## config.mk

```make
export PLATFORM = sky130hd
export DESIGN_NAME = result_reader_flat
export DESIGN_NICKNAME = d
export VERILOG_FILES = /design/src/rtl/result_reader_if.sv /design/src/rtl/result_reader.sv /design/src/flat_wrapper.sv
export SDC_FILE = /design/constraint.sdc
export NUM_CORES = 1
export LEC_CHECK = 0
export BUFFER_PORTS_ARGS = -buffer_cell sky130_fd_sc_hd__buf_2
export CORE_AREA = 2 2 161 163
export DETAILED_ROUTE_END_ITERATION = 12
export DIE_AREA = 0 0 163 165
export PLACE_DENSITY = 0.72
export SETUP_SLACK_MARGIN = 0.1
export SLEW_MARGIN = 20
export SYNTH_ARGS = -nofsm -noshare
export SYNTH_HDL_FRONTEND = slang
export SYNTH_SLANG_ARGS = --single-unit
```

## constraint.sdc

```tcl
create_clock -name clk -period 2.4 [get_ports clk]
set_input_delay 0.12 -clock clk [delete_from_list [all_inputs] [get_ports clk]]
set_output_delay 0.12 -clock clk [all_outputs]
set_load 0.01 [all_outputs]
```

## src/rtl/result_reader_if.sv

```systemverilog
// rtl/result_reader_if.sv - results-SRAM read port and element stream bundle
interface result_reader_if #(
    parameter int ADDRESSSIZE    = 10,
    parameter int PARTIAL_SUM_BW = 20,
    parameter int MATRIX_SIZE    = 8
);
    logic                                   sram_rd_en;
    logic [ADDRESSSIZE-1:0]                 sram_rd_address;
    logic [PARTIAL_SUM_BW*MATRIX_SIZE-1:0]  sram_rd_data;
    logic                                   out_valid;
    logic                                   out_ready;
    logic [PARTIAL_SUM_BW-1:0]              out_data;
    logic [2:0]                             out_row;
    logic [2:0]                             out_col;
    logic                                   out_last;

    modport master (
        output sram_rd_en, sram_rd_address,
        input  sram_rd_data,
        output out_valid, out_data, out_row, out_col, out_last,
        input  out_ready
    );

    modport slave (
        input  sram_rd_en, sram_rd_address,
        output sram_rd_data,
        input  out_valid, out_data, out_row, out_col, out_last,
        output out_ready
    );
endinterface

```

## src/rtl/result_reader.sv

```systemverilog
// rtl/result_reader.sv - drains NUM_ROWS results-SRAM rows as a per-element stream
module result_reader #(
    parameter int ADDRESSSIZE    = 10,
    parameter int PARTIAL_SUM_BW = 20,
    parameter int MATRIX_SIZE    = 8,
    parameter int NUM_ROWS       = 8
) (
    input  logic            clk,
    input  logic            rstn,
    input  logic            start,
    input  logic            abort,
    output logic            busy,
    output logic            done,
    result_reader_if.master bus
);
    localparam int         W        = PARTIAL_SUM_BW;
    localparam logic [2:0] ROW_LAST = 3'(NUM_ROWS - 1);
    localparam logic [2:0] COL_LAST = 3'(MATRIX_SIZE - 1);

    typedef enum logic [2:0] {IDLE, ADDR, CAPTURE, SEND, DONE} state_t;

    state_t                     state_q, state_d;
    logic [2:0]                 row_q, row_d;
    logic [2:0]                 col_q, col_d;
    logic [W*MATRIX_SIZE-1:0]   buf_q, buf_d;
    logic                       sram_rd_en_q, sram_rd_en_d;
    logic [ADDRESSSIZE-1:0]     sram_rd_address_q, sram_rd_address_d;
    logic                       out_valid_q, out_valid_d;
    logic [W-1:0]               out_data_q, out_data_d;
    logic                       out_last_q, out_last_d;
    logic                       busy_q, busy_d;
    logic                       done_q, done_d;
    logic [2:0]                 col_nxt;
    logic [2:0]                 row_nxt;

    always_ff @(posedge clk or negedge rstn) begin
        if (!rstn) begin
            state_q           <= IDLE;
            row_q             <= '0;
            col_q             <= '0;
            buf_q             <= '0;
            sram_rd_en_q      <= 1'b0;
            sram_rd_address_q <= '0;
            out_valid_q       <= 1'b0;
            out_data_q        <= '0;
            out_last_q        <= 1'b0;
            busy_q            <= 1'b0;
            done_q            <= 1'b0;
        end else begin
            state_q           <= state_d;
            row_q             <= row_d;
            col_q             <= col_d;
            buf_q             <= buf_d;
            sram_rd_en_q      <= sram_rd_en_d;
            sram_rd_address_q <= sram_rd_address_d;
            out_valid_q       <= out_valid_d;
            out_data_q        <= out_data_d;
            out_last_q        <= out_last_d;
            busy_q            <= busy_d;
            done_q            <= done_d;
        end
    end

    always_comb begin
        state_d           = state_q;
        row_d             = row_q;
        col_d             = col_q;
        buf_d             = buf_q;
        sram_rd_en_d      = 1'b0;
        sram_rd_address_d = sram_rd_address_q;
        out_valid_d       = out_valid_q;
        out_data_d        = out_data_q;
        out_last_d        = out_last_q;
        busy_d            = busy_q;
        done_d            = 1'b0;
        col_nxt           = col_q + 3'd1;
        row_nxt           = row_q + 3'd1;

        case (state_q)
            IDLE: begin
                if (start && !abort) begin
                    state_d           = ADDR;
                    row_d             = '0;
                    col_d             = '0;
                    busy_d            = 1'b1;
                    sram_rd_en_d      = 1'b1;
                    sram_rd_address_d = '0;
                end
            end
            ADDR: begin
                state_d = CAPTURE;
            end
            CAPTURE: begin
                // Read data is only valid this cycle, so the first element comes straight off the bus.
                buf_d       = bus.sram_rd_data;
                out_data_d  = bus.sram_rd_data[int'(col_q)*W +: W];
                out_last_d  = (row_q == ROW_LAST) && (col_q == COL_LAST);
                out_valid_d = 1'b1;
                state_d     = SEND;
            end
            SEND: begin
                if (bus.out_ready) begin
                    if (col_q != COL_LAST) begin
                        col_d      = col_nxt;
                        out_data_d = buf_q[int'(col_nxt)*W +: W];
                        out_last_d = (row_q == ROW_LAST) && (col_nxt == COL_LAST);
                    end else begin
                        out_valid_d = 1'b0;
                        out_last_d  = 1'b0;
                        if (row_q != ROW_LAST) begin
                            row_d             = row_nxt;
                            col_d             = '0;
                            sram_rd_en_d      = 1'b1;
                            sram_rd_address_d = {{(ADDRESSSIZE-3){1'b0}}, row_nxt};
                            state_d           = ADDR;
                        end else begin
                            done_d  = 1'b1;
                            state_d = DONE;
                        end
                    end
                end
            end
            DONE: begin
                busy_d  = 1'b0;
                state_d = IDLE;
            end
            default: state_d = IDLE;
        endcase

        // Cancel wins over any transfer or row fetch decided above.
        if (abort && state_q != IDLE) begin
            state_d      = IDLE;
            out_valid_d  = 1'b0;
            out_last_d   = 1'b0;
            busy_d       = 1'b0;
            sram_rd_en_d = 1'b0;
            done_d       = 1'b0;
        end
    end

    assign bus.sram_rd_en      = sram_rd_en_q;
    assign bus.sram_rd_address = sram_rd_address_q;
    assign bus.out_valid       = out_valid_q;
    assign bus.out_data        = out_data_q;
    assign bus.out_row         = row_q;
    assign bus.out_col         = col_q;
    assign bus.out_last        = out_last_q;
    assign busy                = busy_q;
    assign done                = done_q;
endmodule

```

## src/flat_wrapper.sv

```systemverilog
// flat-port wrapper written by rule: the top's interface ports become plain ports
module result_reader_flat 
#(
    parameter int ADDRESSSIZE    = 10,
    parameter int PARTIAL_SUM_BW = 20,
    parameter int MATRIX_SIZE    = 8,
    parameter int NUM_ROWS       = 8
)
  (clk, rstn, start, abort, busy, done, bus_sram_rd_en, bus_sram_rd_address, bus_sram_rd_data, bus_out_valid, bus_out_data, bus_out_row, bus_out_col, bus_out_last, bus_out_ready);
  result_reader_if #(.ADDRESSSIZE(ADDRESSSIZE), .PARTIAL_SUM_BW(PARTIAL_SUM_BW), .MATRIX_SIZE(MATRIX_SIZE)) bus_i ();
  input  logic clk;
  input  logic rstn;
  input  logic start;
  input  logic abort;
  output logic busy;
  output logic done;
  output wire logic [$bits(bus_i.sram_rd_en)-1:0] bus_sram_rd_en;
  output wire logic [$bits(bus_i.sram_rd_address)-1:0] bus_sram_rd_address;
  input wire logic [$bits(bus_i.sram_rd_data)-1:0] bus_sram_rd_data;
  output wire logic [$bits(bus_i.out_valid)-1:0] bus_out_valid;
  output wire logic [$bits(bus_i.out_data)-1:0] bus_out_data;
  output wire logic [$bits(bus_i.out_row)-1:0] bus_out_row;
  output wire logic [$bits(bus_i.out_col)-1:0] bus_out_col;
  output wire logic [$bits(bus_i.out_last)-1:0] bus_out_last;
  input wire logic [$bits(bus_i.out_ready)-1:0] bus_out_ready;
  assign bus_sram_rd_en = bus_i.sram_rd_en;
  assign bus_sram_rd_address = bus_i.sram_rd_address;
  assign bus_i.sram_rd_data = bus_sram_rd_data;
  assign bus_out_valid = bus_i.out_valid;
  assign bus_out_data = bus_i.out_data;
  assign bus_out_row = bus_i.out_row;
  assign bus_out_col = bus_i.out_col;
  assign bus_out_last = bus_i.out_last;
  assign bus_i.out_ready = bus_out_ready;
  result_reader #(.ADDRESSSIZE(ADDRESSSIZE), .PARTIAL_SUM_BW(PARTIAL_SUM_BW), .MATRIX_SIZE(MATRIX_SIZE), .NUM_ROWS(NUM_ROWS)) u_core (.clk(clk), .rstn(rstn), .start(start), .abort(abort), .busy(busy), .done(done), .bus(bus_i));
endmodule
```

# ---- Word level (Yosys, flattened, before mapping)
# Index checks and enable logic that the tools add are counted.
dict set report totals {
  regBits 204
  wordCells 98
  in_bits 165
}
dict set report classes {
  shift 2
  reduce_logical 18
  mux 45
  mul 2
  add_sub_neg 2
  eq_ne 18
}
# operator count
set ops {}
lappend ops {{indexed part select 160 x 32 -> 20 bit} 2}
lappend ops {{two-way mux 10 bit} 4}
lappend ops {{two-way mux 20 bit} 2}
lappend ops {{case mux 20 bit (2 select lines)} 1}
lappend ops {{two-way mux 3 bit} 12}
lappend ops {{case mux 10 bit (2 select lines)} 1}
lappend ops {{two-way mux 1 bit} 18}
lappend ops {{equality test 3 bit, second input constant} 4}
lappend ops {{multiplier 3 x 3 -> 6 bit, second input constant} 2}
lappend ops {{case mux 3 bit (2 select lines)} 2}
lappend ops {{case mux 3 bit (4 select lines)} 1}
lappend ops {{inequality test 3 bit, second input constant} 3}
lappend ops {{AND reduction 3 bit} 3}
lappend ops {{nonzero test 3 bit} 3}
lappend ops {{case mux 1 bit (2 select lines)} 4}
lappend ops {{adder 3 x 1 -> 3 bit, second input constant} 2}
lappend ops {{equality test 3 x 2 -> 1 bit, second input constant} 2}
lappend ops {{inequality test 2 x 1 -> 1 bit, second input constant} 3}
lappend ops {{inequality test 3 x 1 -> 1 bit, second input constant} 2}
lappend ops {{AND reduction 5 bit} 1}
lappend ops {{logical AND 1 bit} 4}
lappend ops {{inequality test 2 bit, second input constant} 2}
lappend ops {{AND reduction 2 bit} 2}
lappend ops {{AND reduction 4 bit} 1}
lappend ops {{other kinds (5)} 6}

# ---- Logic depth before layout (Yosys ltp)
dict set report logic_depth {
  word_depth 7
  mapped_depth 11
  mapped_depth_nobuf 6
}

# ---- Least setup slack after synthesis
# No wires, ideal clock.
dict set report synth_path {
  kind {flip-flop to flip-flop}
  start {register u_core.col_q[0] (netlist: u_core.bus.out_col[0])}
  end {register u_core.out_data_q[10] (netlist: u_core.bus.out_data[10])}
  period_less_slack_ns 2.474
  n_path_buf 4
  t_arrival_ns 2.341
  stages_incl_launch_ff 10
  setup_ns 0.133
  slack_ns -0.074
  cell_sequence {dfrtp_1 > buf_2 > buf_2 > inv_1 > ha_1 > clkbuf_1 > clkbuf_1 > mux4_2 > o211ai_1 > o211ai_1}
}
dict set report synth_between {
  elab_chain_cells 6
}
# element line
set synth_rtl {}
lappend synth_rtl {{start: declaration} result_reader.sv:24} ;# logic [2:0] col_q, col_d;
lappend synth_rtl {{start signal: assignment} result_reader.sv:52} ;# col_q <= col_d;
lappend synth_rtl {{adder 3 x 1 -> 3 bit} result_reader.sv:76} ;# col_nxt = col_q + 3'd1;
lappend synth_rtl {{multiplier 3 x 3 -> 6 bit} result_reader.sv:105} ;# out_data_d = buf_q[int'(col_nxt)*W +: W];
lappend synth_rtl {{indexed part select 160 x 32 -> 20 bit} result_reader.sv:105}
lappend synth_rtl {{two-way mux 20 bit} result_reader.sv:103} ;# if (col_q != COL_LAST) begin
lappend synth_rtl {{two-way mux 20 bit} result_reader.sv:102} ;# if (bus.out_ready) begin
lappend synth_rtl {{case mux 20 bit (2 select lines)} result_reader.sv:79} ;# case (state_q)
lappend synth_rtl {{end signal: assignment} result_reader.sv:57} ;# out_data_q <= out_data_d;
lappend synth_rtl {{end: declaration} result_reader.sv:29} ;# logic [W-1:0] out_data_q, out_data_d;
# Parallel ways exist; a longest one is shown, timed or not. The select of a mux whose other input is x is not followed.
# A chain may end at the register's enable or synchronous reset.

# ---- Worst setup path after layout
dict set report layout_path {
  start {register u_core.col_q[0] (netlist: u_core.bus.out_col[0])}
  end {register u_core.out_data_q[8] (netlist: u_core.bus.out_data[8])}
}
# The elaborated chain is that of the path after synthesis.

==> summary.md <==
| Metric | Value |
|---|---|
| Status | `finished clean` |
| Core Area | `25000 um2` |
| VDD IR max | `~0.56 mV` |
| CP bufs+invs | `1` |
| Synth Flop Type | `dfrtp_1` |
| Initial DRC Count | `between 900 and 1000` |
| Register area share after synthesis | `approximately 49%` |
| Warnings, synthesis | `0` |
| CP Capture Type | `flop` |
| Type of the most critical hold path | `primary input to async pin` |
| Chip height | `165 um` |
| Crit Path Category | `flop to flop` |
| Setup TNS | `0 ps` |
| # DRC | `0` |
| Mapped Area | `about 10000 um2` |
| Final Critical Period | `approximately 2200 ps` |
| Unrepaired setup endpoints after global routing | `false` |
| CTS Buf Count | `17` |
| FF+latch count, synth | `194` |
| Layout cells sized above 1 | `23.8%` |
| I/O Pins | `206` |
| Clock-pin slew on the worst setup and hold paths | `about 70 ps` |
| Worst EP arrival | `2530 ps` |
| Switch share | `32.7%` |
| Pins over their slew limit | `0` |
| Leak | `between 6 and 7 nW` |
| Area Overhead vs Synth | `37.0%` |
| EDFF count, synth | `0` |
| Worst slew margin | `55.9%` |
| Num rows | `a little under 60` |
| Combinational power share | `29.4%` |
| Yosys cell types | `38` |
| Placed inst area | `~11000 um2` |
| Drt total wl | `around 32000 um` |
| WL/cell | `18.7 um` |
| Number of global-route vias before repair | `8948` |
| Setup violations, final | `0` |
| CTS HTree Levels | `4` |
| Fmax | `0.453 GHz` |
| Cell family with most CP delay | `multiplexers` |
| I/O Buffers | `198` |
| Pin count of the biggest net entering global routing | `89` |
| Crit share post-route | `between 90% and 100%` |
| Layout Skew | `11.3 ps` |
| ANT nets after route | `0` |
| Syn Inst Count | `1021` |
| DP Cell Count | `1494` |
| Routed via count | `9036` |
| Clock power frac | `27.1%` |
| Clock Latency Late Sink | `440 ps` |
| Slowest cell delay on critical path | `500 ps` |
| Worst path required time | `2720 ps` |
| Vias/cell | `roughly 5.3` |
| Max_cap viols | `0` |
| Final HPWL DP | `20200 um` |
| Die area | `26900 um2` |
| Nets | `~1500` |
| Asr flop ratio synth | `100%` |
| Routability cong. | `0.862` |
| Switch Pwr | `0.00350 W` |
| Hold Vio Cnt, Final | `0` |
| Effective utilization at floorplan | `39.7%` |
| Sequential Power Share | `43.4%` |
| Worst-path cell chain | `ha_1, ha_4, buf_12, mux4_2, mux2_2, a221o_1` |
| Cell-internal power | `between 0.007 and 0.008 W` |
| Clock sink total | `approximately 190` |
| Synth Area per Inst | `slightly below 10 um2` |
| Initial antenna violation count | `2` |
| Grt ovf | `0` |
| CTS max path bufs | `2` |
| Setup Fix Bufs, Post-CTS | `0` |
| First-pass GRT wire length | `48700 um` |
| Startpoint types | `flop` |
| Pwr Density | `785 nW/um2` |
| CP Max Fanout | `12` |
| Slowest stage cell, crit path | `dfrtp_4` |
| Root Buffer | `clkbuf_16` |
| GRT Util Overall | `23.6%` |
| Least-Margin Pin Slew | `661 ps` |
| Final non-filler cell total | `1694` |
| Final Cell Area | `roughly 14000 um2` |
| First-pass DRT Iterations | `7` |
| TritonCTS clock tree | `built` |
| Die W | `163 um` |
## state kept, by name (all words and copies together), names as in the netlist
register and flops:
u_core.bus.out_data 20, u_core.state_q 3, u_core.done 1, u_core.bus.sram_rd_en 1, u_core.bus.out_col 3, u_core.busy 1, u_core.bus.out_valid 1, u_core.bus.sram_rd_address 3
u_core.bus.out_last 1, u_core.buf_q 160
## layer usage
metal	routed length (um)	vias to the layer above	global-route usage, %
met4	1510	0	11.8
met1	13200	4384	31.7
met3	2330	109	5.83
li1	-	4081	-
met2	14700	462	35.7
met5	0	-	0
## final cells by class
cell class,instances,area (um2)
clock buffers,17,425
flip-flops and latches,194,4860
diodes,2,5.00
inverters,3,11.3
clock inverters,15,174
fillers,2082,11400
well taps,330,413
multi-input cells,746,4730
repair buffers,387,3000
## path summary, 6_finish.rpt
check,depth (start not counted),endpoint,slack [ps],from
worst max-delay path,6,u_core.bus.out_data[8],190,u_core.bus.out_col[0]
worst min-delay path,2,u_core.buf_q[46],300,rstn
worst max register to register,6,u_core.bus.out_data[8],190,u_core.bus.out_col[0]
worst min register to register,2,u_core.buf_q[123],480,u_core.buf_q[123]
max in group asynchronous,3,u_core.buf_q[147],1400,rstn
min in group clk,4,u_core.buf_q[70],420,bus_sram_rd_data[70]
## power groups by stage
stage / clock network, W / logic, W / registers (W)
detailed placement: 0 / 0.00287 / 0.00466
finish: 0.00290 / 0.00315 / 0.00465
floorplan: 0 / 0.00184 / 0.00457
CTS: 0.00296 / 0.00310 / 0.00462
global route: 0.00309 / 0.00342 / 0.00473
global placement: 0 / 0.00282 / 0.00464
## worst reg2reg max path: stages (launching register included)
cell and delay, ps:
dfrtp_4 500, ha_1 240, ha_4 320, buf_12 150
mux4_2 300, mux2_2 270, a221o_1 310
## cell usage in the layout, fill, tap and decap left out, types with 2 or more instances in the layout
cell,netlist,final
a22o_1,2,2
diode_2,0,2
nor2_1,10,9
o21ai_0,3,3
mux2_2,3,3
o211ai_1,38,38
a22oi_1,19,19
buf_12,0,12
inv_6,0,3
ha_1,5,3
bufinv_16,0,2
nor3_1,4,4
inv_8,0,3
nand2b_1,3,3
conb_1,1,7
dlygate4sd3_1,0,165
clkinvlp_4,0,3
dfrtp_1,194,192
clkinv_4,0,3
mux2i_1,58,58
buf_4,11,11
buf_2,38,197
a31oi_1,2,2
nor2b_1,5,5
nor4_1,4,4
a21o_1,3,3
mux4_2,60,60
clkbuf_16,0,18
ha_4,0,2
inv_1,3,3
o31ai_1,2,2
a21oi_1,2,2
nand2_1,502,502
## cell families after synthesis
family / Yosys count / synth area share [%]
buf+inv: 87 / 4.18
compound gates: 76 / 5.65
flops: 194 / 48.8
fa+ha+maj: 5 / 0.629
mux: 121 / 19.8
simple gates: 537 / 20.9
other cells: 1 / 0.0377
## Yosys cell counts, drive strengths merged, types with 3 or more instances
| cell type | instances | area (um2) |
|---|---|---|
| nand2 | 502 | 1880 |
| dfrtp | 194 | 4850 |
| mux4 | 60 | 1350 |
| mux2i | 58 | 581 |
| buf | 52 | 284 |
| o211ai | 38 | 285 |
| clkbuf | 32 | 120 |
| a22oi | 19 | 143 |
| nor2 | 10 | 37.5 |
| ha | 5 | 62.6 |
| nor2b | 5 | 31.3 |
| nor3 | 4 | 20.0 |
| nor4 | 4 | 25.0 |
| a21o | 3 | 22.5 |
| inv | 3 | 11.3 |
| mux2 | 3 | 33.8 |
| nand2b | 3 | 18.8 |
| o21ai | 3 | 15.0 |
## what timing repair did
| item | 4_1_cts | 5_1_grt |
|---|---|---|
| gates resized for setup | 1 | 2 |
| hold buffers | 165 | 0 |
| gates cloned | 0 | 1 |
| pin swaps | 0 | 0 |
| setup endpoints to repair | 4 | 1 |
| hold endpoints to repair | 241 | 0 |
## stage by stage
step                hold WS (ps)  total power (W)  setup slack, ps  util, %
detailed placement           206          0.00753             53.4     45.2
finish                       301           0.0107              192     54.4
floorplan                   -176          0.00640              138        -
global route                 346           0.0112              157     54.4
CTS                          323           0.0107              150     54.2
global placement             205          0.00745              115     45.2
Power figures use the tool's default switching activity.
